[config.mk]
export PLATFORM = sky130hd
export DESIGN_NAME = ifetch_mem_responder
export DESIGN_NICKNAME = d
export VERILOG_FILES = /design/src/rtl/ifetch_mem_responder.sv
export SDC_FILE = /design/constraint.sdc
export NUM_CORES = 1
export LEC_CHECK = 0
export BUFFER_PORTS_ARGS = -buffer_cell sky130_fd_sc_hd__buf_2
export CAP_MARGIN = 20
export CORE_AREA = 2 2 99 120
export CTS_CLUSTER_DIAMETER = 50
export DETAILED_ROUTE_END_ITERATION = 8
export DIE_AREA = 0 0 101 122
export PLACE_DENSITY = 0.75
export SLEW_MARGIN = 0
export SYNTH_ARGS = -nofsm -noshare
export SYNTH_HDL_FRONTEND = slang
export SYNTH_SLANG_ARGS = --single-unit
[constraint.sdc]
create_clock -name clk -period 2.6 [get_ports clk]
set_clock_uncertainty 0.2 [all_clocks]
set_input_delay 0 -clock clk [delete_from_list [all_inputs] [get_ports clk]]
set_output_delay 0 -clock clk [all_outputs]
set_load 0.01 [all_outputs]
[src/rtl/ifetch_mem_responder.sv]
// ifetch_mem_responder: fetch-side instruction supplier backed by a one-entry tagged word buffer.
// Ports:
//   clk, resetn        clock, asynchronous active-low reset
//   PCF                fetch PC (bits [1:0] ignored)
//   FlushI             one-cycle buffer invalidate (fence.i)
//   Instr, IStall      instruction for PCF / high while Instr is not valid
//   mem_valid/addr     word read request, held until mem_ready
//   mem_ready/rdata    one-cycle response strobe with read data
//   MissCount          completed memory reads, wrapping
module ifetch_mem_responder #(
    parameter logic [31:0] NOP_INSTR = 32'h0000_0013,
    parameter int          CNT_WIDTH = 32
) (
    input  logic                 clk,
    input  logic                 resetn,
    input  logic [31:0]          PCF,
    input  logic                 FlushI,
    output logic [31:0]          Instr,
    output logic                 IStall,
    output logic                 mem_valid,
    output logic [31:0]          mem_addr,
    input  logic                 mem_ready,
    input  logic [31:0]          mem_rdata,
    output logic [CNT_WIDTH-1:0] MissCount
);
    typedef enum logic {IDLE, REQ} state_t;
    state_t               state_q, state_d;
    logic [31:0]          req_addr_q, req_addr_d;
    logic                 buf_valid_q, buf_valid_d;
    logic [29:0]          buf_addr_q, buf_addr_d;
    logic [31:0]          buf_data_q, buf_data_d;
    logic                 drop_q, drop_d;
    logic [CNT_WIDTH-1:0] miss_q, miss_d;
    logic                 hit;
    logic                 unused_pc_bits;
    assign unused_pc_bits = ^PCF[1:0];
    assign hit       = buf_valid_q && (buf_addr_q == PCF[31:2]);
    assign Instr     = hit ? buf_data_q : NOP_INSTR;
    assign IStall    = !hit;
    assign mem_valid = state_q == REQ;
    assign mem_addr  = req_addr_q;
    assign MissCount = miss_q;
    always_comb begin
        state_d     = state_q;
        req_addr_d  = req_addr_q;
        buf_valid_d = buf_valid_q;
        buf_addr_d  = buf_addr_q;
        buf_data_d  = buf_data_q;
        drop_d      = drop_q;
        miss_d      = miss_q;
        if (state_q == IDLE) begin
            if (!hit && !FlushI) begin
                req_addr_d = {PCF[31:2], 2'b00};
                state_d    = REQ;
            end
        end else if (mem_ready) begin
            state_d = IDLE;
            miss_d  = miss_q + CNT_WIDTH'(1);
            // a completion that overlaps or follows a flush carries stale data
            drop_d  = 1'b0;
            if (!drop_q && !FlushI) begin
                buf_data_d  = mem_rdata;
                buf_addr_d  = req_addr_q[31:2];
                buf_valid_d = 1'b1;
            end
        end else if (FlushI) begin
            drop_d = 1'b1;
        end
        if (FlushI) buf_valid_d = 1'b0;
    end
    always_ff @(posedge clk or negedge resetn) begin
        if (!resetn) begin
            state_q     <= IDLE;
            req_addr_q  <= '0;
            buf_valid_q <= 1'b0;
            buf_addr_q  <= '0;
            buf_data_q  <= NOP_INSTR;
            drop_q      <= 1'b0;
            miss_q      <= '0;
        end else begin
            state_q     <= state_d;
            req_addr_q  <= req_addr_d;
            buf_valid_q <= buf_valid_d;
            buf_addr_q  <= buf_addr_d;
            buf_data_q  <= buf_data_d;
            drop_q      <= drop_d;
            miss_q      <= miss_d;
        end
    end
endmodule

## Yosys cells after proc, flatten, opt, wreduce, memory -nomap -nowiden

Index checks and enable logic that the tools add are counted.

- Bits of input ports: 68
- Flip-flop bits (word level): 127

- Reduce and logical (&&, ||, !) cells: 14
- Equal/unequal tests: 1
- Multiplexer cells: 10
- Add/sub/neg operators: 1
- Bitwise gates (word level): 1

Operators by type and width:

| kind | count |
|---|---|
| $add A32 B1 Y32 const B | 1 |
| $mux W32 | 1 |
| $eq A30 B30 Y1 | 1 |
| $mux W1 | 9 |
| $reduce_and A2 Y1 | 3 |
| $reduce_and A3 Y1 | 2 |
| $reduce_bool A2 Y1 | 3 |
| $logic_and A1 B1 Y1 | 3 |
| $logic_not A1 Y1 | 3 |
| $not A1 Y1 | 1 |

## Depth between registers and ports, before layout

Gate-level depths: netlist of the first run.

- Depth in word-level cells: 6
- Gate-level depth with buffers: 6
- Gate-level depth less buffers: 6

## Worst setup path after synthesis of the first run

No wires, ideal clock.

- Path kind: reg-to-reg
- Start point: register state_q, in the netlist mem_valid
- End point: register buf_data_q[23]
- Data arrival time: 1608 ps
- Required time: 2275 ps
- Path slack: 667 ps
- Cell stages (with the launch flop): 5
- Cells stage by stage: dfrtp_1 -> nand2_1 -> nor3_2 -> buf_2 -> mux2_2

- Longest elaborated chain between the ends: 1

RTL lines:

| what | RTL line | source |
|---|---|---|
| start: declaration | 27 | `state_t state_q, state_d;` |
| start signal: assignment | 81 | `state_q <= state_d;` |
| $reduce_and A3 Y1 (no source line) | - |  |
| end signal: assignment | 85 | `buf_data_q <= buf_data_d;` |
| end: declaration | 31 | `logic [31:0] buf_data_q, buf_data_d;` |

No other way between the ends.
A chain may end at the register's enable or synchronous reset.

## Worst setup path in the final report of the first run

- Start point: register buf_addr_q[6]
- End point: register req_addr_q[20], in the netlist mem_addr[20]

- Longest elaborated chain between the ends: 5

RTL lines:

| what | RTL line | source |
|---|---|---|
| start: declaration | 30 | `logic [29:0] buf_addr_q, buf_addr_d;` |
| start signal: assignment | 84 | `buf_addr_q <= buf_addr_d;` |
| $eq A30 B30 Y1 | 37 | `assign hit = buf_valid_q && (buf_addr_q == PCF[31:2]);` |
| $logic_and A1 B1 Y1 | 37 |  |
| $logic_not A1 Y1 | 52 | `if (!hit && !FlushI) begin` |
| $logic_and A1 B1 Y1 | 52 |  |
| $reduce_and A2 Y1 (no source line) | - |  |
| end signal: assignment | 82 | `req_addr_q <= req_addr_d;` |
| end: declaration | 28 | `logic [31:0] req_addr_q, req_addr_d;` |

No other way between the ends.

==> results.json, run 1 <==
{
  "r2r_slack_ns": 0.12,
  "wl_per_cell_um": 16.6,
  "whs_path_depth": 3,
  "cp_common_cell": "buf_4",
  "routed_wirelength_um": 13300,
  "viasPerCell": 5.14,
  "cts_sinks": 127,
  "ant_nets": 0,
  "start_util_pct": 49.9,
  "syn2layout_area_growth_pct": 40.2,
  "die_h_um": 122,
  "async_flop_share_pct": 100,
  "fmax_ghz": 0.403,
  "worst_pin_slew_ns": 0.634,
  "synth_cells": 406,
  "die-area_sq_um": 12300,
  "place_inst": 693,
  "maxSlewHeadroom_pct": 57.7,
  "rsz0062_at_grt": "false",
  "critPathSlowestCell": "a21oi_4",
  "finalMaxSlewViolations": 0,
  "synth_ff_type": "dfrtp_1",
  "io_pins": 166,
  "cp.depth": 8,
  "drv_cap": 0,
  "cts_tree": "yes",
  "crit_buf_inv": 3,
  "leakage_nw": 3.94,
  "yosysWarnings": 0,
  "synth_cell_types": 32,
  "fin_setup_tns_ns": 0,
  "crit_type": "flip-flop to flip-flop",
  "core.rowCount": 43,
  "layout-drive-gt1-share_pct": 41.8,
  "gp_congestion": 0.765,
  "syn-cell-area_sq_um": 5640,
  "min_period_ns": 2.48,
  "setup-violations-final": 0,
  "synth_largest_area_cell": "dfrtp_1",
  "holdCritPathClass": "input port to flip-flop",
  "grt_pass1_vias": 4348,
  "peakVddDrop_v": 0.000510,
  "crit_family": "buffers and inverters",
  "synth_enable_flop_cells": 0,
  "cts_buffer_depth": 2,
  "post-route-period-util_pct": 95.5,
  "gr-usage-all-layers_pct": 22.0,
  "hpwl_um": 8280,
  "antenna_cells": 0,
  "port_buffers": 161,
  "worstPathMaxFanout": 19,
  "fin_cells": 797,
  "outcome": "completed",
  "vias": 4100,
  "drc": 0,
  "startpoint_type": "flip-flop",
  "numCtsBuffers": 17,
  "grt_overflow": 0,
  "htreeDepth": 4,
  "endpoint_kind": "flip-flop",
  "ys_seq_area_share_pct": 56.4,
  "syn_area_per_cell_sq_um": 13.9,
  "synth.top_cell.area_share_pct": 55.0,
  "crit_path_max_incr_delay_ns": 0.52,
  "critPathRequiredTime_ns": 2.69,
  "crit_chain": "xnor2_1 > nand4_1 > nor4_4 > buf_4 > buf_4 > a21oi_4 > buf_12 > mux2_4",
  "clkSlewWorstSetupHoldPaths_ns": 0.06,
  "rr_worst_depth": 8,
  "coreArea_sq_um": 11300,
  "arrival_ns": 2.57,
  "finalHoldViolations": 0,
  "worstSkewPairLatency_ns": 0.40,
  "fin_nets": 718,
  "grt_max_degree": 61,
  "grt_pass1_wl_um": 21000,
  "ys_seq_elements": 127,
  "dp_slack_ns": 0.294,
  "antenna_found_initial": 0,
  "die_x_um": 101,
  "worst_slack_ns": 0.118,
  "power.density_nw_per_um2": 848,
  "drt_iter0_drc": 121,
  "cts_root_buffer": "clkbuf_16",
  "synth_area_leaders": "dfrtp_1 (55%), mux2_4 (8.0%), xnor2_1 (7.9%), mux2_2 (6.6%), mux2_1 (6.0%)",
  "dr.pass1.iters": 4
}
-- registers in the layout (all words and copies together), names as in the netlist --
register     flops
MissCount       32
buf_addr_q      30
buf_data_q      32
buf_valid_q      1
drop_q           1
mem_addr        30
mem_valid        1
-- layout by cell type, fill, tap and decap left out, types with 9 or more instances in the layout --
| cell type | synthesis | routed |
|---|---|---|
| nand2_1 | 15 | 15 |
| clkbuf_16 | 0 | 17 |
| mux2_4 | 30 | 30 |
| dlygate4sd3_1 | 0 | 67 |
| buf_2 | 9 | 161 |
| and3_1 | 35 | 35 |
| mux2_2 | 33 | 33 |
| xor2_1 | 10 | 10 |
| nand3_1 | 10 | 9 |
| dfrtp_1 | 124 | 124 |
| xnor2_1 | 51 | 51 |
| mux2_1 | 30 | 30 |
| nand4_1 | 12 | 12 |
-- worst register-to-register path, stage by stage (launching register included) --
cell and delay, ns:
dfrtp_1 0.40, xnor2_1 0.14, nand4_1 0.17, nor4_4 0.05, buf_4 0.16, buf_4 0.14, a21oi_4 0.52, buf_12 0.28
mux2_4 0.33
-- Yosys cell counts (4+ instances only) --
| master | count |
|---|---|
| mux2_4 | 30 |
| nor2_1 | 8 |
| and4_1 | 4 |
| mux2_1 | 30 |
| mux2_2 | 33 |
| buf_2 | 9 |
| nand3_1 | 10 |
| nand2_1 | 15 |
| nand4_1 | 12 |
| inv_1 | 4 |
| xnor2_1 | 51 |
| dfrtp_1 | 124 |
| xor2_1 | 10 |
| and3_1 | 35 |
-- final timing paths --
path | to | start
min in group asynchronous | buf_data_q[0] | resetn
setup / recovery | mem_addr[20] | buf_addr_q[6]
hold / removal | buf_data_q[19] | mem_rdata[19]
setup reg to reg | mem_addr[20] | buf_addr_q[6]
hold reg to reg | MissCount[31] | MissCount[31]
max in group asynchronous | buf_addr_q[14] | resetn
-- final cells by class --
cell class                      count  area (sq um)
Fill cell                         779          3390
Multi-Input combinational cell    259          2370
Sequential cell                   127          3180
Inverter                            4          15.0
Tap cell                          135           169
Clock buffer                       19           433
Clock inverter                     13           115
Timing Repair Buffer              240          1620
-- through the flow --
stage	instance area [sq um]	power (mW)	utilization, %	hold WS [ns]
2_1_floorplan	5640	3.93	-	-0.496
3_3_place_gp	6620	4.34	58.6	-0.195
3_5_place_dp	6620	4.45	58.6	-0.185
4_1_cts	7890	6.74	69.8	0.131
5_1_grt	7900	7.05	70.0	0.146
6_report	7900	6.71	70.0	0.147
-- power by group --
part           switching, mW  internal (mW)
registers              0.410           2.61
logic                  0.607          0.901
clock network          0.861           1.31
-- repair_timing --
item | 4_1_cts | 5_1_grt
setup buffers | 2 | 1
pin swaps | 2 | 2
gates resized for setup | 2 | 2
gates cloned | 0 | 1
endpoints found under the setup margin | 4 | 4
hold endpoints to repair | 196 | 0
hold buffers | 68 | 0
-- layer usage --
| metal | wire (um) | track usage, % |
|---|---|---|
| met5 | 0 | 0 |
| met1 | 5510 | 27.1 |
| met4 | 108 | 7.01 |
| met2 | 6990 | 37.8 |
| met3 | 660 | 5.57 |
-- kinds of logic (layout without fill, tap and decap cells) --
group | count (synthesis) | after routing | synth area share [%]
other cells | 1 | 2 | 0.0665
compound gates | 5 | 5 | 0.577
fa+ha+maj | 1 | 1 | 0.222
simple gates | 97 | 97 | 10.5
xor+xnor | 61 | 61 | 9.48
buf+inv | 21 | 276 | 2.15
mux | 93 | 93 | 20.6
flops | 127 | 127 | 56.4
Note: power is estimated with default switching activity, not from simulation.
==> inputs of run 2 (changes only) <==
Settings changed: CORE_AREA 2 2 99 120 to 2 2 95 115, DIE_AREA 0 0 101 122 to 0 0 97 117, PLACE_DENSITY 0.75 to 0.81.
Clock period 2.6 ns to 2.9 ns, I/O delays scaled along.
==> run 2 against run 1 <==
Compared with the run above: final area fell by 0.90%; combinational power shrank 12%; sequential power fell by 9.9%; critical path type is now flip-flop to primary output; register-to-register slack better by 0.51 ns; non-clock buffer count fell by 7; sequential cell count is the same.
==> results.json, run 2 (same netlist as run 1, synthesis figures left out) <==
{
  "post-route-period-util_pct": 91.0,
  "viasPerCell": 5.19,
  "numCtsBuffers": 17,
  "rsz0062_at_grt": "false",
  "layout_commonest_cell": "buf_2",
  "endpoint_kind": "primary output",
  "routed_wirelength_um": 13500,
  "fin_nets": 711,
  "layout-drive-gt1-share_pct": 41.1,
  "cts_tree": "yes",
  "grt_pass1_vias": 4427,
  "setup-violations-final": 0,
  "cts_sinks": 127,
  "drc": 0,
  "power.density_nw_per_um2": 780,
  "die-area_sq_um": 11300,
  "finalMaxSlewViolations": 0,
  "dr.pass1.iters": 4,
  "drt_iter0_drc": 95,
  "io_pins": 166,
  "coreArea_sq_um": 10300,
  "start_util_pct": 54.7,
  "cts_buffer_depth": 2,
  "clkSlewWorstSetupHoldPaths_ns": 0.06,
  "antenna_found_initial": 0,
  "cts_setup_buffers": 0,
  "critPathRequiredTime_ns": 2.70,
  "grt_pass1_wl_um": 21700,
  "crit_type": "flip-flop to primary output",
  "peakVddDrop_v": 0.000545,
  "antenna_cells": 0,
  "worstSkewPairLatency_ns": 0.41,
  "fmax_ghz": 0.379,
  "hpwl_um": 8500,
  "vias": 4070,
  "syn2layout_area_growth_pct": 39.0,
  "die_x_um": 97,
  "die_h_um": 117,
  "grt_overflow": 0,
  "fin_setup_tns_ns": 0,
  "cts_root_buffer": "clkbuf_16",
  "worstPathMaxFanout": 30,
  "grt_max_degree": 70,
  "min_period_ns": 2.64,
  "postLayoutCoreUtil_pct": 76.0,
  "outcome": "completed",
  "holdCritPathClass": "input port to asynchronous set/reset pin",
  "ant_nets": 0,
  "wl_per_cell_um": 17.2,
  "final_cell_mix": "buf_2 (160), dfrtp_1 (124), dlygate4sd3_1 (66)",
  "leakage_nw": 3.91,
  "gr-usage-all-layers_pct": 24.3,
  "core.rowCount": 41,
  "finalHoldViolations": 0,
  "htreeDepth": 4,
  "worst_pin_slew_ns": 0.881,
  "startpoint_type": "flip-flop",
  "maxSlewHeadroom_pct": 41.2,
  "port_buffers": 161,
  "arrival_ns": 2.44,
  "gp_congestion": 0.741,
  "drv_cap": 0
}
[run 2: cell count changes in the layout (fill, tap and decap cells not counted), sizes merged]
cell	previous run	this run
buf	173	167
clkbuf	19	21
inv	6	4
bufinv	1	2
clkinv	6	5
dlygate4sd3	67	66
[run 2: path summary, 6_finish.rpt]
| path | startpoint | end | slack (ns) | cells after the start |
|---|---|---|---|---|
| max reg2reg | buf_addr_q[15] | mem_valid | 0.63 | 6 |
| max in group asynchronous | resetn | buf_addr_q[28] | 1.61 | 3 |
| min in group clk | mem_rdata[20] | buf_data_q[20] | 0.14 | 3 |
| max | buf_addr_q[15] | Instr[4] | 0.26 | 7 |
| min | resetn | buf_data_q[20] | 0.06 | 2 |
| min reg2reg | MissCount[10] | MissCount[10] | 0.28 | 1 |
[run 2: where the power goes]
part	switching, mW	internal (mW)	total (mW)
Clock	0.755	1.30	2.06
Combinational	0.535	0.798	1.33
Sequential	0.379	2.34	2.72
[run 2: layout make-up]
cell class | count | area (sq um)
well taps | 129 | 161
fillers | 656 | 2480
multi-input cells | 259 | 2360
inverters | 4 | 15.0
flip-flops and latches | 127 | 3180
clock inverters | 11 | 115
repair buffers | 233 | 1540
clock buffers | 21 | 460
[run 2: repair_timing]
| item | in CTS | in global routing |
|---|---|---|
| setup endpoints to repair | 0 | 0 |
| endpoints found under the hold margin | 137 | 0 |
| resized for setup | 0 | 0 |
| hold buffers | 66 | 0 |
[run 2: routing by layer]
metal | global-route usage [%] | wire [um] | vias to the layer above
met5 | 0 | 0 | -
met4 | 8.83 | 204 | 0
met3 | 6.53 | 692 | 19
met2 | 44.4 | 7170 | 139
met1 | 27.6 | 5390 | 2027
li1 | - | - | 1885
[run 2: through the flow]
step	area (sq um)	hold WS [ns]	total power, mW	instances	setup slack, ns
floorplan	5640	-0.496	3.53	407	0.967
global placement	6600	-0.0531	3.88	686	0.661
detailed placement	6600	-0.0364	3.99	686	0.634
CTS	7830	0.0759	6.13	784	0.223
global route	7830	0.127	6.41	784	0.0979
finish	7830	0.0634	6.11	784	0.261
[run 2: critical path, cell delays in order, from the launching register on]
cell      delay (ns)
dfrtp_1         0.40
xnor2_1         0.17
nand4_1         0.16
nor4_4          0.41
buf_4           0.34
and2_1          0.32
nand2b_1        0.09
buf_2           0.15
==> inputs of run 3 (changes only) <==
Settings changed: ABC_AREA from default to 1, CORE_AREA 2 2 95 115 to 2 2 98 119, DIE_AREA 0 0 97 117 to 0 0 100 121.
==> run 3 against run 2 <==
Compared with the run above: final area is 6.9% higher; via count is 38% higher; cell count is 43% higher; utilization is 0.64 points higher; combinational power is 5% higher; die area is 6.6% higher; hold slack better by 0.11 ns; sequential cell count stayed put; maximum frequency is 12% higher; routed wire length is 22% higher; critical path type unchanged; critical endpoint is now Instr[1]; largest power group unchanged.
==> results.json, run 3 <==
{
  "synth_enable_flop_cells": 0,
  "grt_pass1_vias": 5671,
  "cts_resized": 0,
  "layout-drive-gt1-share_pct": 24.7,
  "synth_area_leaders": "dfrtp_1 (51%), nand2_1 (12%), nor2_1 (7.0%), inv_1 (7.0%), a21oi_1 (4.3%)",
  "synth_cells": 751,
  "dpl_cell_area_sq_um": 7040,
  "cts_root_buffer": "clkbuf_16",
  "cts_hold_buf": 67,
  "arrival_ns": 2.15,
  "grt_overflow": 0,
  "final_area_sq_um": 8370,
  "syn_area_per_cell_sq_um": 8.11,
  "synth_compound_area_share_pct": 4.75,
  "dr.pass1.iters": 5,
  "synth.top_cell.area_share_pct": 51.0,
  "crit_type": "flip-flop to primary output",
  "finalMaxSlewViolations": 0,
  "min_period_ns": 2.35,
  "fmax_ghz": 0.425,
  "fin_setup_tns_ns": 0,
  "synth_cell_types": 31,
  "worst_pin_slew_ns": 0.745,
  "synth_ff_type": "dfrtp_1",
  "die-area_sq_um": 12100,
  "synth_simple_gate_area_share_pct": 26.5,
  "post-route-period-util_pct": 81.1,
  "layout_commonest_cell": "nand2_1",
  "worstSkewPairLatency_ns": 0.41,
  "async_flop_share_pct": 100,
  "synth_most_common_cell": "nand2_1",
  "ant_nets": 0,
  "finalHoldViolations": 0,
  "cp-startpoint": "buf_addr_q[3]",
  "place_inst": 1025,
  "ys_seq_elements": 127,
  "core.rowCount": 42,
  "fin_nets": 1048,
  "viasPerCell": 5.01,
  "worstPathMaxFanout": 63,
  "r2r_start": "mem_valid",
  "endpoint_kind": "primary output",
  "die_x_um": 100,
  "synth_fa_ha_area_share_pct": 0.206,
  "syn-cell-area_sq_um": 6090,
  "crit_end": "Instr[1]",
  "drt_iter0_drc": 319,
  "reg2reg_to": "buf_data_q[13]",
  "wl_per_cell_um": 14.6,
  "syn2layout_area_growth_pct": 37.6,
  "fin_cells": 1124,
  "synth_largest_area_cell": "dfrtp_1",
  "worst_slack_ns": 0.547,
  "start_util_pct": 55.7,
  "routed_wirelength_um": 16400,
  "maxSlewHeadroom_pct": 50.3,
  "rr_worst_depth": 6,
  "n_fill_cell": 766,
  "cts_tree": "yes",
  "peakVddDrop_v": 0.000402,
  "cts_setup_buffers": 0,
  "cts_buffer_depth": 2,
  "dp_slack_ns": 0.878,
  "yosysWarnings": 0,
  "antenna_found_initial": 0,
  "startpoint_type": "flip-flop",
  "coreArea_sq_um": 10900,
  "rsz0062_at_grt": "false",
  "whs_path_depth": 3,
  "cts_sinks": 127,
  "die_h_um": 121,
  "multi_input_area_sq_um": 2340,
  "io_pins": 166,
  "synth_top_family_by_area": "simple AND/OR/NAND/NOR gates",
  "grt_pass1_wl_um": 26300,
  "gp_congestion": 0.812,
  "drc": 0,
  "antenna_cells": 0,
  "yosys-top-cells-count": "nand2_1 (190), dfrtp_1 (124), nor2_1 (114)",
  "setup-violations-final": 0,
  "seqCellArea_sq_um": 3180,
  "port_buffers": 161,
  "r2r_slack_ns": 0.78,
  "power.density_nw_per_um2": 752,
  "hpwl_um": 9800,
  "synth_mux_area_share_pct": 1.85,
  "grt_max_degree": 67,
  "leakage_nw": 4.83,
  "holdCritPathClass": "input port to flip-flop",
  "numCtsBuffers": 17,
  "drv_cap": 0,
  "ys_seq_area_share_pct": 52.3,
  "final_cell_mix": "nand2_1 (189), buf_2 (160), dfrtp_1 (124)",
  "synth_xor_area_share_pct": 4.89,
  "htreeDepth": 4,
  "clkSlewWorstSetupHoldPaths_ns": 0.06,
  "outcome": "completed",
  "vias": 5630,
  "critPathRequiredTime_ns": 2.70,
  "gr-usage-all-layers_pct": 27.8
}
## run 3: kinds of logic (layout without fill, tap and decap cells)
kind of cell / Yosys count / in the layout
adder cells (fa/ha/maj): 1 / 1
flip-flops: 127 / 127
AND/OR/NAND/NOR: 378 / 378
XOR/XNOR: 34 / 34
buffers and inverters: 143 / 383
other: 1 / 2
multiplexers: 10 / 10
AO/OA/AOI/OAI: 57 / 57
## run 3: how the worst min path moves through the flow
stage          slack, ns         start              to
6_report            0.17     mem_ready       mem_valid
3_5_place_dp       -0.20        resetn  buf_data_q[30]
2_1_floorplan      -0.50        resetn    MissCount[0]
3_3_place_gp       -0.20        resetn  buf_data_q[30]
5_1_grt             0.18  mem_rdata[1]   buf_data_q[1]
4_1_cts             0.15  mem_rdata[4]   buf_data_q[4]
## run 3: layer usage
layer | track usage [%] | wire length, um
met1 | 30.8 | 6200
met2 | 50.3 | 8570
met3 | 7.43 | 1180
met4 | 11.4 | 472
met5 | 0 | 0
## run 3: power breakdown
| group | switching [mW] | internal (mW) | total, mW |
|---|---|---|---|
| logic | 0.817 | 0.587 | 1.40 |
| registers | 0.286 | 2.28 | 2.57 |
| clock network | 0.778 | 1.55 | 2.33 |
## run 3: worst max-delay path: stages (launching register included)
cell,delay [ns]
dfrtp_1,0.36
inv_1,0.08
nand2_1,0.08
nand2_1,0.05
inv_1,0.05
nand2_1,0.05
nor2_1,0.11
nand2_1,0.06
nor2_1,0.13
nand2_2,0.10
buf_12,0.20
or2_2,0.30
buf_2,0.14
## run 3: metrics by stage
step           power, mW  hold slack, ns  util, %
2_1_floorplan       3.40          -0.496        -
3_3_place_gp        3.80          -0.202     64.4
3_5_place_dp        3.88          -0.200     64.4
4_1_cts             6.31           0.154     76.6
5_1_grt             6.66           0.180     76.6
6_report            6.30           0.171     76.6
## run 3: layout make-up
cell class | instances | area share (%)
clock inverter | 14 | 2.56
inverter | 117 | 5.30
clock buffer | 18 | 5.25
sequential | 127 | 38.0
timing repair buffer | 234 | 18.9
multi-input combinational | 482 | 28.0
tap | 132 | 1.97
